$ cat src/rtl/serial_adder_pkg.sv
// Shared types and defaults for the bit-serial adder controller.
package serial_adder_pkg;

  typedef enum logic [1:0] {
    IDLE = 2'd0,
    RUN  = 2'd1,
    FIN  = 2'd2
  } state_t;

  localparam int unsigned DEFAULT_WIDTH = 8;

endpackage

$ cat src/rtl/serial_adder_ctrl_if.sv
// Request/result bundle of serial_adder_ctrl; SUB exists only when SERIAL_ADD_SUB_EN is defined.
interface serial_adder_ctrl_if
  import serial_adder_pkg::*;
#(
  parameter int unsigned WIDTH = DEFAULT_WIDTH
);

  logic             START;
  logic             READY;
  logic [WIDTH-1:0] A;
  logic [WIDTH-1:0] B;
  logic             C_IN;
  logic [WIDTH-1:0] SUM;
  logic             C_OUT;
  logic             BUSY;
  logic             DONE;
`ifdef SERIAL_ADD_SUB_EN
  logic             SUB;
`endif

`ifdef SERIAL_ADD_SUB_EN
  modport master (output START, A, B, C_IN, SUB, input READY, SUM, C_OUT, BUSY, DONE);
  modport slave  (input START, A, B, C_IN, SUB, output READY, SUM, C_OUT, BUSY, DONE);
`else
  modport master (output START, A, B, C_IN, input READY, SUM, C_OUT, BUSY, DONE);
  modport slave  (input START, A, B, C_IN, output READY, SUM, C_OUT, BUSY, DONE);
`endif

endinterface

$ cat src/rtl/Full_Adder.sv
// One-bit full-adder cell used as the serial datapath.
module Full_Adder (
  input  logic X,
  input  logic Y,
  input  logic C_I,
  output logic SUM,
  output logic C_O
);

  assign SUM = X ^ Y ^ C_I;
  assign C_O = (X & Y) | (C_I & (X ^ Y));

endmodule

$ cat src/rtl/serial_adder_ctrl.sv
// Bit-serial adder controller: one full-adder cell sequenced over WIDTH cycles.
// Optional subtract mode via SERIAL_ADD_SUB_EN.
module serial_adder_ctrl
  import serial_adder_pkg::*;
#(
  parameter int unsigned WIDTH = DEFAULT_WIDTH,
  localparam int unsigned CNT_W = $clog2(WIDTH + 1)
) (
  input  logic              CLK,
  input  logic              RST_N,
  serial_adder_ctrl_if.slave bus
);

  state_t           state, state_nxt;
  logic [WIDTH-1:0] a_sh, b_sh, res, sum_q;
  logic             carry, cout_q;
  logic [CNT_W-1:0] cnt;
  logic             fa_sum, fa_co;
  logic             last_bit;
  logic [WIDTH-1:0] b_load;
  logic             c_load;

`ifdef SERIAL_ADD_SUB_EN
  // Subtract as A + ~B + 1; C_IN is ignored in that mode.
  assign b_load = bus.SUB ? ~bus.B : bus.B;
  assign c_load = bus.SUB | bus.C_IN;
`else
  assign b_load = bus.B;
  assign c_load = bus.C_IN;
`endif

  assign last_bit = (state == RUN) && (cnt == CNT_W'(WIDTH - 1));

  Full_Adder u_fa (
    .X   (a_sh[0]),
    .Y   (b_sh[0]),
    .C_I (carry),
    .SUM (fa_sum),
    .C_O (fa_co)
  );

  always_ff @(posedge CLK) begin
    if (!RST_N) state <= IDLE;
    else        state <= state_nxt;
  end

  always_comb begin
    state_nxt = state;
    bus.READY = 1'b0;
    bus.BUSY  = 1'b0;
    bus.DONE  = 1'b0;
    unique case (state)
      IDLE: begin
        bus.READY = 1'b1;
        if (bus.START) state_nxt = RUN;
      end
      RUN: begin
        bus.BUSY = 1'b1;
        if (last_bit) state_nxt = FIN;
      end
      FIN: begin
        bus.DONE  = 1'b1;
        state_nxt = IDLE;
      end
      default: state_nxt = IDLE;
    endcase
  end

  always_ff @(posedge CLK) begin
    if (!RST_N) begin
      a_sh   <= '0;
      b_sh   <= '0;
      res    <= '0;
      carry  <= 1'b0;
      cnt    <= '0;
      sum_q  <= '0;
      cout_q <= 1'b0;
    end else begin
      case (state)
        IDLE: begin
          if (bus.START) begin
            a_sh  <= bus.A;
            b_sh  <= b_load;
            carry <= c_load;
            cnt   <= '0;
          end
        end
        RUN: begin
          a_sh  <= a_sh >> 1;
          b_sh  <= b_sh >> 1;
          res   <= {fa_sum, res[WIDTH-1:1]};
          carry <= fa_co;
          cnt   <= cnt + CNT_W'(1);
          // Output copy is taken from the final shift so SUM is already valid while DONE is high.
          if (last_bit) begin
            sum_q  <= {fa_sum, res[WIDTH-1:1]};
            cout_q <= fa_co;
          end
        end
        default: ;
      endcase
    end
  end

  assign bus.SUM   = sum_q;
  assign bus.C_OUT = cout_q;

  status_onehot: assert property (@(posedge CLK) disable iff (!RST_N)
    $onehot({bus.READY, bus.BUSY, bus.DONE}));

endmodule

$ cat src/flat_wrapper.sv
// flat-port wrapper written by rule: the top's interface ports become plain ports
module serial_adder_ctrl_flat import serial_adder_pkg::*;
#(
  parameter int unsigned WIDTH = DEFAULT_WIDTH,
  localparam int unsigned CNT_W = $clog2(WIDTH + 1)
)
  (CLK, RST_N, bus_START, bus_A, bus_B, bus_C_IN, bus_READY, bus_SUM, bus_C_OUT, bus_BUSY, bus_DONE);
  serial_adder_ctrl_if #(.WIDTH(WIDTH)) bus_i ();
  input  logic CLK;
  input  logic RST_N;
  input wire logic [$bits(bus_i.START)-1:0] bus_START;
  input wire logic [$bits(bus_i.A)-1:0] bus_A;
  input wire logic [$bits(bus_i.B)-1:0] bus_B;
  input wire logic [$bits(bus_i.C_IN)-1:0] bus_C_IN;
  output wire logic [$bits(bus_i.READY)-1:0] bus_READY;
  output wire logic [$bits(bus_i.SUM)-1:0] bus_SUM;
  output wire logic [$bits(bus_i.C_OUT)-1:0] bus_C_OUT;
  output wire logic [$bits(bus_i.BUSY)-1:0] bus_BUSY;
  output wire logic [$bits(bus_i.DONE)-1:0] bus_DONE;
  assign bus_i.START = bus_START;
  assign bus_i.A = bus_A;
  assign bus_i.B = bus_B;
  assign bus_i.C_IN = bus_C_IN;
  assign bus_READY = bus_i.READY;
  assign bus_SUM = bus_i.SUM;
  assign bus_C_OUT = bus_i.C_OUT;
  assign bus_BUSY = bus_i.BUSY;
  assign bus_DONE = bus_i.DONE;
  serial_adder_ctrl #(.WIDTH(WIDTH)) u_core (.CLK(CLK), .RST_N(RST_N), .bus(bus_i));
endmodule
$ cat config.mk
export PLATFORM = sky130hd
export DESIGN_NAME = serial_adder_ctrl_flat
export DESIGN_NICKNAME = d
export VERILOG_FILES = /design/src/rtl/serial_adder_pkg.sv /design/src/rtl/serial_adder_ctrl_if.sv /design/src/rtl/Full_Adder.sv /design/src/rtl/serial_adder_ctrl.sv /design/src/flat_wrapper.sv
export SDC_FILE = /design/constraint.sdc
export NUM_CORES = 1
export LEC_CHECK = 0
export ABC_AREA = 1
export BUFFER_PORTS_ARGS = -buffer_cell sky130_fd_sc_hd__buf_2
export CORE_ASPECT_RATIO = 1.5
export CORE_UTILIZATION = 45
export CTS_CLUSTER_SIZE = 24
export DETAILED_ROUTE_END_ITERATION = 6
export GPL_ROUTABILITY_DRIVEN = 0
export PLACE_DENSITY_LB_ADDON = 0.25
export SLEW_MARGIN = 10
export SYNTH_ARGS = -nofsm -noshare
export SYNTH_HDL_FRONTEND = slang
export SYNTH_SLANG_ARGS = --single-unit
$ cat constraint.sdc
create_clock -name CLK -period 1.5 [get_ports CLK]
set_input_delay 0.225 -clock CLK [delete_from_list [all_inputs] [get_ports CLK]]
set_output_delay 0.225 -clock CLK [all_outputs]
set_load 0.05 [all_outputs]
==> flow_summary.ini <==
[outcome]
status = finished clean

[clocking]
worstSkewPairLatency_ns = 0.29
clock-sinks = 39
cts_setup_buffers = 0
clockBufferDepth = 2
h-tree-depth = 2
cts_root_buffer = clkbuf_8
clk_pin_slew_ns = 0.08
cts_tree = done
numCtsBuffers = 5

[critical_path]
worstPathRequired_ns = 1.27
slowest_stage = dfxtp_1
crit_chain = inv_2, nor2_1, clkbuf_4
worstSetupPathType = register to output port
max_stage_delay_ns = 0.43
start_kind = register
end_kind = output port
worstPathArrival_ns = 1.19
path_max_fanout = 4

[finish]
post-route-util_pct = 55.7
fillers = 389
final_common_cell = nand2_1
drive_above_1_share_pct = 20.5
diodes = 0
nets = 294
syn_to_final_growth_pct = 18.5
layout_common_cells = nand2_1, nor2_1, dfxtp_1
final_area_um2 = 2030

[routing]
routedWlPerCell_um = 11.0
wl_mm = 3.48
avgViaCountPerCell = 4.88
drc = 0
vias = 1541
drt_first_iter_violations = 31
firstDrtPassIters = 4
ant_nets = 0

[floorplan]
num_rows = 27
core_um2 = 3650
fp.dieArea_um2 = 4070
die_w_um = 52.4
initial_core_util_pct = 47.0
io_pins = 32
chipHeight_um = 77.6

[sta]
setup_violations = 0
post-route-period-util_pct = 94.5
worst_pin_slew_ns = 0.463
holdWs_ns = 0.116
drv_slew = 0
grt_setup_unrepaired = false
hold_viol = 0
fin_skew_ns = 0.00738
period_needed_ns = 1.42
fin_tns_setup_ns = 0
fmax_mhz = 706
slew_headroom_pct = 69.1

[pwr]
p_int_mw = 1.75
p_leak_nw = 0.981
p_sw_uw = 597
ir_worst_vdd_v = 0.00105
pwr-share-comb_pct = 13.5
netSwitchingFraction_pct = 25.4
p_clk_share_pct = 38.1
finalPower_mw = 2.35
sequentialPowerShare_pct = 48.4
power_density_nw_per_um2 = 1160

[synth]
ys_ff_latch = 39
yosys.cell_types.count = 24
syn_inst = 239
ys_warn_count = 0
syn_nets = 261
synth.area.top_cells = dfxtp_1, nand2_1, nand3_1
yosys.area.top_type = dfxtp_1
syn-cell-area_um2 = 1710
yosysTopAreaCellShare_pct = 45.5
synth-seq-area-share_pct = 45.5
avgSynthCellArea_um2 = 7.17

[global_route]
grt_pass1_wl_mm = 5.88
overflow = 0
grt_max_degree = 35
track_usage_pct = 19.2
grt_pass1_vias = 1426
antenna_found_initial = 0

[run]
maxCapViolations = 0

[place]
io_buffers = 31
hpwl_mm = 2.45
place_area_um2 = 1900

[worst_hold_path]
min_path_type = input port to register
-- kinds of logic (layout without fill, tap and decap cells) --
logic type | after synthesis | count (layout) | share of synthesized area [%]
AOI/OAI and AO/OA | 15 | 15 | 4.67
adders and majority gates | 2 | 2 | 1.90
buffers and inverters | 27 | 61 | 7.30
DFF | 39 | 39 | 45.5
and+or+nand+nor | 156 | 156 | 40.6
-- per-stage QoR --
step                instances  setup WS, ns
floorplan                 239         0.150
global placement          308         0.223
detailed placement        308         0.203
CTS                       316        0.0286
global route              316        0.0237
finish                    316        0.0827
-- sequential cells by signal, summed over array words and instances (netlist names) --
name / cells
u_core.res: 7
u_core.state: 2
u_core.a_sh: 8
u_core.bus.C_OUT: 1
u_core.bus.SUM: 8
u_core.b_sh: 8
u_core.cnt: 4
u_core.carry: 1
-- cells in the mapped netlist --
library cell,instances
a21oi_1,4
buf_1,2
buf_2,1
buf_4,4
buf_6,1
clkbuf_1,2
dfxtp_1,39
fa_1,1
ha_1,1
inv_1,15
inv_2,2
nand2_1,66
nand2_2,1
nand2_4,1
nand3_1,33
nand3b_1,8
nor2_1,41
nor2_2,2
nor2_4,3
nor3_1,1
o21ai_0,8
o21ai_1,1
o21ai_2,1
o22ai_1,1
-- power groups by stage --
stage,combinational [mW],sequential (mW),clock [mW]
6_report,0.316,1.14,0.896
5_1_grt,0.360,1.15,0.969
4_1_cts,0.317,1.14,0.927
3_5_place_dp,0.312,1.16,0
3_3_place_gp,0.308,1.16,0
2_1_floorplan,0.240,1.15,0
-- final timing paths --
path	from	endpoint	slack, ns	depth (start not counted)
worst max-delay path	u_core.state[1]$_SDFFE_PN0P_	bus_DONE	0.08	3
worst min register to register	u_core.bus.SUM[6]$_SDFFE_PN0P_	u_core.bus.SUM[6]$_SDFFE_PN0P_	0.46	2
worst max register to register	u_core.cnt[0]$_SDFFE_PN0P_	u_core.bus.SUM[2]$_SDFFE_PN0P_	0.19	6
worst min-delay path	bus_B[7]	u_core.b_sh[7]$_SDFFE_PN0P_	0.12	3
-- cell type report --
class / count / area [um^2] / share of cell area (%)
multi-input cells: 173 / 811 / 39.9
inverters: 17 / 63.8 / 3.14
flip-flops and latches: 39 / 782 / 38.5
well taps: 43 / 53.8 / 2.65
clock buffers: 6 / 82.6 / 4.06
repair buffers: 36 / 204 / 10.0
clock inverters: 2 / 35.0 / 1.72
-- worst max-delay path, delay by kind of cell, from the launching register on --
kind | cells | cell delay, ns
buf+inv | 2 | 0.35
flops | 1 | 0.43
simple gates | 1 | 0.13
-- metal layers --
metal,share of wire (%),track usage (%)
met5,0,0
met4,1.4,6.32
met3,3.9,5.69
met2,53,35.1
met1,42,19.9
-- repair_timing --
item	in CTS	in global routing
hold buffers	0	0
setup endpoints to repair	2	2
resized for setup	3	3
Power figures use the tool's default switching activity.
